**config.mk**
```make
export PLATFORM = sky130hd
export DESIGN_NAME = bcd_down_timer
export DESIGN_NICKNAME = d
export VERILOG_FILES = /design/src/rtl/bcd_down_timer.sv
export SDC_FILE = /design/constraint.sdc
export NUM_CORES = 1
export LEC_CHECK = 0
export CORE_MARGIN = 1.5
export CORE_UTILIZATION = 39
export DETAILED_ROUTE_END_ITERATION = 6
export PLACE_DENSITY = 0.84
export SLEW_MARGIN = 40
export SYNTH_ARGS = -nofsm -noshare
export SYNTH_HDL_FRONTEND = slang
export SYNTH_SLANG_ARGS = --single-unit
```
**constraint.sdc**
```tcl
create_clock -name clk -period 1.8 [get_ports clk]
set_clock_uncertainty 0.15 [all_clocks]
set_input_delay 0.45 -clock clk [delete_from_list [all_inputs] [get_ports clk]]
set_output_delay 0.45 -clock clk [all_outputs]
set_load 0.1 [all_outputs]
```
**src/rtl/bcd_down_timer.sv**
```systemverilog
// Loadable BCD countdown timer with an IDLE/RUN/PAUSE/DONE control FSM.
// count is always valid BCD, and DONE is entered before any wrap past zero.
module bcd_down_timer #(
   parameter int DIGITS = 2
) (
   input  logic                  clk,
   input  logic                  rst_n,
   input  logic                  tick,
   input  logic                  load,
   input  logic [4*DIGITS-1:0]   load_val,
   input  logic                  start,
   input  logic                  stop,
   output logic [4*DIGITS-1:0]   count,
   output logic                  running,
   output logic                  paused,
   output logic                  expired,
   output logic                  done_p,
   output logic [1:0]            state_dbg
);

   localparam int W = 4 * DIGITS;

   typedef enum logic [1:0] {
      S_IDLE  = 2'd0,
      S_RUN   = 2'd1,
      S_PAUSE = 2'd2,
      S_DONE  = 2'd3
   } state_t;

   state_t         state, state_n;
   logic [W-1:0]   count_n;
   logic           done_n;
   logic [W-1:0]   load_clean;
   logic [W-1:0]   count_dec;

   // Any nibble above 9 is clamped to 9, so count can never hold non-BCD.
   function automatic logic [W-1:0] sanitise(input logic [W-1:0] v);
      logic [W-1:0] r;
      r = '0;
      for (int i = 0; i < DIGITS; i++) begin
         if (v[4*i +: 4] > 4'd9)
            r[4*i +: 4] = 4'd9;
         else
            r[4*i +: 4] = v[4*i +: 4];
      end
      return r;
   endfunction

   // Borrow ripples upward from digit 0 until a non-zero digit absorbs it.
   function automatic logic [W-1:0] bcd_dec(input logic [W-1:0] v);
      logic [W-1:0] r;
      logic         borrow;
      r      = v;
      borrow = 1'b1;
      for (int i = 0; i < DIGITS; i++) begin
         if (borrow) begin
            if (v[4*i +: 4] == 4'd0) begin
               r[4*i +: 4] = 4'd9;
            end else begin
               r[4*i +: 4] = v[4*i +: 4] - 4'd1;
               borrow      = 1'b0;
            end
         end
      end
      return r;
   endfunction

   assign load_clean = sanitise(load_val);
   assign count_dec  = bcd_dec(count);

   // State register, count and the done pulse.
   always_ff @(posedge clk) begin
      if (!rst_n) begin
         state  <= S_IDLE;
         count  <= '0;
         done_p <= 1'b0;
      end else begin
         state  <= state_n;
         count  <= count_n;
         done_p <= done_n;
      end
   end

   // Next state; input priority is load > stop > start > tick.
   always_comb begin
      state_n = state;
      count_n = count;
      done_n  = 1'b0;
      case (state)
         S_IDLE: begin
            if (load) begin
               count_n = load_clean;
            end else if (start) begin
               if (count == '0) begin
                  state_n = S_DONE;
                  done_n  = 1'b1;
               end else begin
                  state_n = S_RUN;
               end
            end
         end
         S_RUN: begin
            if (load) begin
               count_n = load_clean;
               state_n = S_IDLE;
            end else if (stop) begin
               state_n = S_PAUSE;
            end else if (tick && (count != '0)) begin
               count_n = count_dec;
               if (count_dec == '0) begin
                  state_n = S_DONE;
                  done_n  = 1'b1;
               end
            end
         end
         S_PAUSE: begin
            if (load) begin
               count_n = load_clean;
               state_n = S_IDLE;
            end else if (!stop && start) begin
               state_n = S_RUN;
            end
         end
         S_DONE: begin
            if (load) begin
               count_n = load_clean;
               state_n = S_IDLE;
            end else begin
               count_n = '0;
            end
         end
         default: begin
            state_n = S_IDLE;
            count_n = '0;
         end
      endcase
   end

   // Status flags decode straight from the registered state (one-hot or all 0).
   always_comb begin
      running   = (state == S_RUN);
      paused    = (state == S_PAUSE);
      expired   = (state == S_DONE);
      state_dbg = state;
   end

endmodule

```
==> impl_metrics.tcl <==
set metrics [dict create \
    routed_wl_um 3653 \
    synth_seq_cells 11 \
    power.share.combinational_pct 55.1 \
    fin_nets 174 \
    tightestPinTransition_ps 368.1 \
    final_layout_size_suffix_gt1_share_pct 47.17 \
    insertion_delay_ps 280 \
    crit_path_start_kind "flop" \
    static-leakage-power_nw 0.6231 \
    netSwitchingFraction_pct 43.02 \
    maxClockFrequency_mhz 492.2 \
    die_y_um 48.21 \
    synth.cell_area_um2 797.0 \
    finalSetupViolCount 10 \
    synth_seq_area_share_pct 27.63 \
    slew-limit-headroom_pct 74.83 \
    port_buffers 27 \
    peakVddDrop_mv 0.6245 \
    dpl.cell_count 182 \
    stdcell_count 186 \
    hold_violations 0 \
    numCtsBuffers 3 \
    drt_first_pass_iters 5 \
    seq_power_share_pct 27.3 \
    mappedNetlistNets 123 \
    rows 16 \
    initial_antenna_violation_count 0 \
    place_worst_setup_slack_ps -380.6 \
    post-cts-setup-buffer-count 0 \
    gr-usage-all-layers_pct 31.00 \
    timing.max_cap.violations 0 \
    grt_pass1_wl_um 4974 \
    rsz_0062_raised_after_global_routing "yes" \
    cp_endpoint_kind "flop" \
    worstSetupPathType "flop to flop" \
    chip_width_um 48.21 \
    area_delta_synth_final_pct 103.5 \
    synthCells 109 \
    timing.hold.ws_ps 440.0 \
    via_per_inst 6.446 \
    failed_checks "negative setup slack" \
    drcViolationCount 0 \
    cts.sinks 11 \
    post_synth_edffs 0 \
    max-clock-path-buffers 2 \
    synth_async_sr_flop_share_pct 0 \
    cp_slowest_stage_delay_ps 530 \
    grt_pass1_vias 1061 \
    final-max-slew-violation-count 0 \
    finalCritPeriodShare_pct 112.9 \
    die_area_um2 2324 \
    core_region_area_um2 1942 \
    initial_core_util_pct 41.04 \
    dr_total_vias 1199 \
    synth_cell_types 41 \
    cts_tree "done" \
    worst_hold_path_type "flop to flop" \
    detail_route.iter0.violations 55 \
    n_fill_cell 104 \
    routed_wire_length_per_instance_um 19.64 \
    timing.critical_path.buf_inv 1 \
    cp_max_fo 7 \
    gp_routability_congestion 0.9375 \
    global_route.overflow_total 0 \
    final_worst_path_period_need_ps 2032 \
    count_of_boundary_i_o_pins 28 \
    clk_pin_slew_ps 80 \
    syn-mean-instance-area_um2 7.312 \
    pin_count_of_the_biggest_net_entering_global_routing 13 \
    total_chip_power_mw 0.9981 \
    antennaDiodeCount 0 \
    critPathTopFamily "compound AO/OA/AOI/OAI gates" \
    status "finished, violations left" \
    total_number_of_h_tree_levels 1 \
    final_critical_path_setup_slack_ps -231.8 \
    arrival_worst_endpoint_ps 2030 \
    yosys_warnings 0 \
    clock_power_share_pct 17.5 \
    postSynth.topFlopCell "sky130_fd_sc_hd__dfxtp_1" \
    cellPowerDensity_nw_per_um2 615.5 \
    critical_path_required_ps 1800 \
    worst_path_max_delay_cell "sky130_fd_sc_hd__or4_4" \
    antenna_violation_net_count_after_detailed_routing 0 \
    path_cells "or4_4, o31a_1, buf_4, o211ai_1, o21ai_1" \
    root_buffer "sky130_fd_sc_hd__clkbuf_4" \
    p_switching_mw 0.4294 \
    cellInternalPower_mw 0.5687 \
    place.detailed.hpwl_um 2206 \
]
==> state kept, by name, summed over array words and instances, names as in the netlist <==
name       cells
done_p         1
state_dbg      2
count          8
==> power groups by stage <==
stage               registers [mW]  clock network (mW)  logic (mW)
finish                       0.273               0.175       0.550
global route                 0.274               0.191       0.568
CTS                          0.271               0.175       0.503
detailed placement           0.276                   0       0.482
global placement             0.275                   0       0.470
floorplan                    0.401                   0       0.160
==> kinds of logic after synthesis <==
group	share of synthesized area, %
buf+inv	7.534
compound gates	35.48
simple gates	29.36
flops	27.63
==> synthesized netlist by cell type (2+ instances only) <==
library cell	number	area (um2)
sky130_fd_sc_hd__o21ai_1	2	10.01
sky130_fd_sc_hd__nor2b_1	4	25.02
sky130_fd_sc_hd__nor2_1	7	26.28
sky130_fd_sc_hd__a31oi_1	2	12.51
sky130_fd_sc_hd__nor3_1	4	20.02
sky130_fd_sc_hd__nor4_1	5	31.28
sky130_fd_sc_hd__o22ai_1	3	18.77
sky130_fd_sc_hd__o31ai_1	5	37.54
sky130_fd_sc_hd__a21oi_1	7	35.03
sky130_fd_sc_hd__dfxtp_1	11	220.2
sky130_fd_sc_hd__inv_1	4	15.01
sky130_fd_sc_hd__buf_2	3	15.01
sky130_fd_sc_hd__o21a_1	2	15.01
sky130_fd_sc_hd__nand2_1	8	30.03
sky130_fd_sc_hd__o31a_1	2	17.52
sky130_fd_sc_hd__nand2b_1	2	12.51
sky130_fd_sc_hd__o21ai_0	9	45.04
sky130_fd_sc_hd__clkbuf_1	5	18.77
sky130_fd_sc_hd__nand4_1	2	12.51
==> worst register-to-register path, cell delays in order (launching register included) <==
cell and delay (ps):
sky130_fd_sc_hd__dfxtp_4 340, sky130_fd_sc_hd__or4_4 530, sky130_fd_sc_hd__o31a_1 260, sky130_fd_sc_hd__buf_4 190
sky130_fd_sc_hd__o211ai_1 280, sky130_fd_sc_hd__o21ai_1 160
==> per-stage QoR <==
step | util [%] | setup TNS (ps) | area, um2
floorplan | - | -1952 | 892.1
global placement | 75.90 | -1988 | 1474
detailed placement | 75.90 | -2184 | 1474
CTS | 79.32 | -530.1 | 1540
global route | 83.51 | -1436 | 1622
finish | 83.51 | -1011 | 1622
==> metal layers <==
layer	vias up	global-route usage, %	wire (um)	share of wire (%)
li1	518	-	-	-
met1	561	41.02	1316	36
met2	89	47.63	1775	49
met3	31	8.148	341	9.3
met4	0	12.43	219	6.0
met5	-	0	0	0
==> final cells by class <==
cell class | count | area, um2 | share of cell area, %
sequential | 11 | 250.2 | 15.43
multi-input combinational | 85 | 673.1 | 41.51
clock buffer | 4 | 26.28 | 1.620
tap | 27 | 33.78 | 2.083
inverter | 4 | 15.01 | 0.9259
timing repair buffer | 55 | 623.1 | 38.43
==> placed cells by master (no fill, tap or decap), types with 2 or more instances in the layout <==
cell / Yosys / final
sky130_fd_sc_hd__dfxtp_2: 0 / 3
sky130_fd_sc_hd__inv_1: 4 / 4
sky130_fd_sc_hd__o21ai_1: 2 / 4
sky130_fd_sc_hd__o22ai_1: 3 / 2
sky130_fd_sc_hd__nor2_1: 7 / 7
sky130_fd_sc_hd__nor2b_4: 0 / 2
sky130_fd_sc_hd__nand2b_1: 2 / 2
sky130_fd_sc_hd__nand4_1: 2 / 2
sky130_fd_sc_hd__nor4_4: 0 / 2
sky130_fd_sc_hd__a21oi_2: 0 / 3
sky130_fd_sc_hd__clkdlybuf4s50_1: 0 / 12
sky130_fd_sc_hd__o21ai_2: 0 / 2
sky130_fd_sc_hd__nand2_1: 8 / 8
sky130_fd_sc_hd__buf_4: 0 / 27
sky130_fd_sc_hd__nor2b_1: 4 / 2
sky130_fd_sc_hd__a21oi_1: 7 / 4
sky130_fd_sc_hd__nor4_1: 5 / 3
sky130_fd_sc_hd__o31ai_4: 0 / 3
sky130_fd_sc_hd__nor3_1: 4 / 4
sky130_fd_sc_hd__dfxtp_4: 0 / 7
sky130_fd_sc_hd__buf_12: 0 / 14
sky130_fd_sc_hd__o21a_1: 2 / 2
sky130_fd_sc_hd__o31a_1: 2 / 2
sky130_fd_sc_hd__o21ai_0: 9 / 5
sky130_fd_sc_hd__clkbuf_4: 0 / 3
==> what timing repair did <==
action                     CTS  global route
setup endpoints to repair   10            12
gates resized for setup     10            15
hold buffers                 0             0
pin swaps                    2             3
==> worst paths after layout <==
kind,start,end,slack [ps],cells past startpoint
max,count[3],count[0],-230,5
min,state_dbg[1],done_p,440,2
min reg2reg,state_dbg[1],done_p,440,2
max reg2reg,count[3],count[0],-230,5
(Power assumes the default switching activity.)
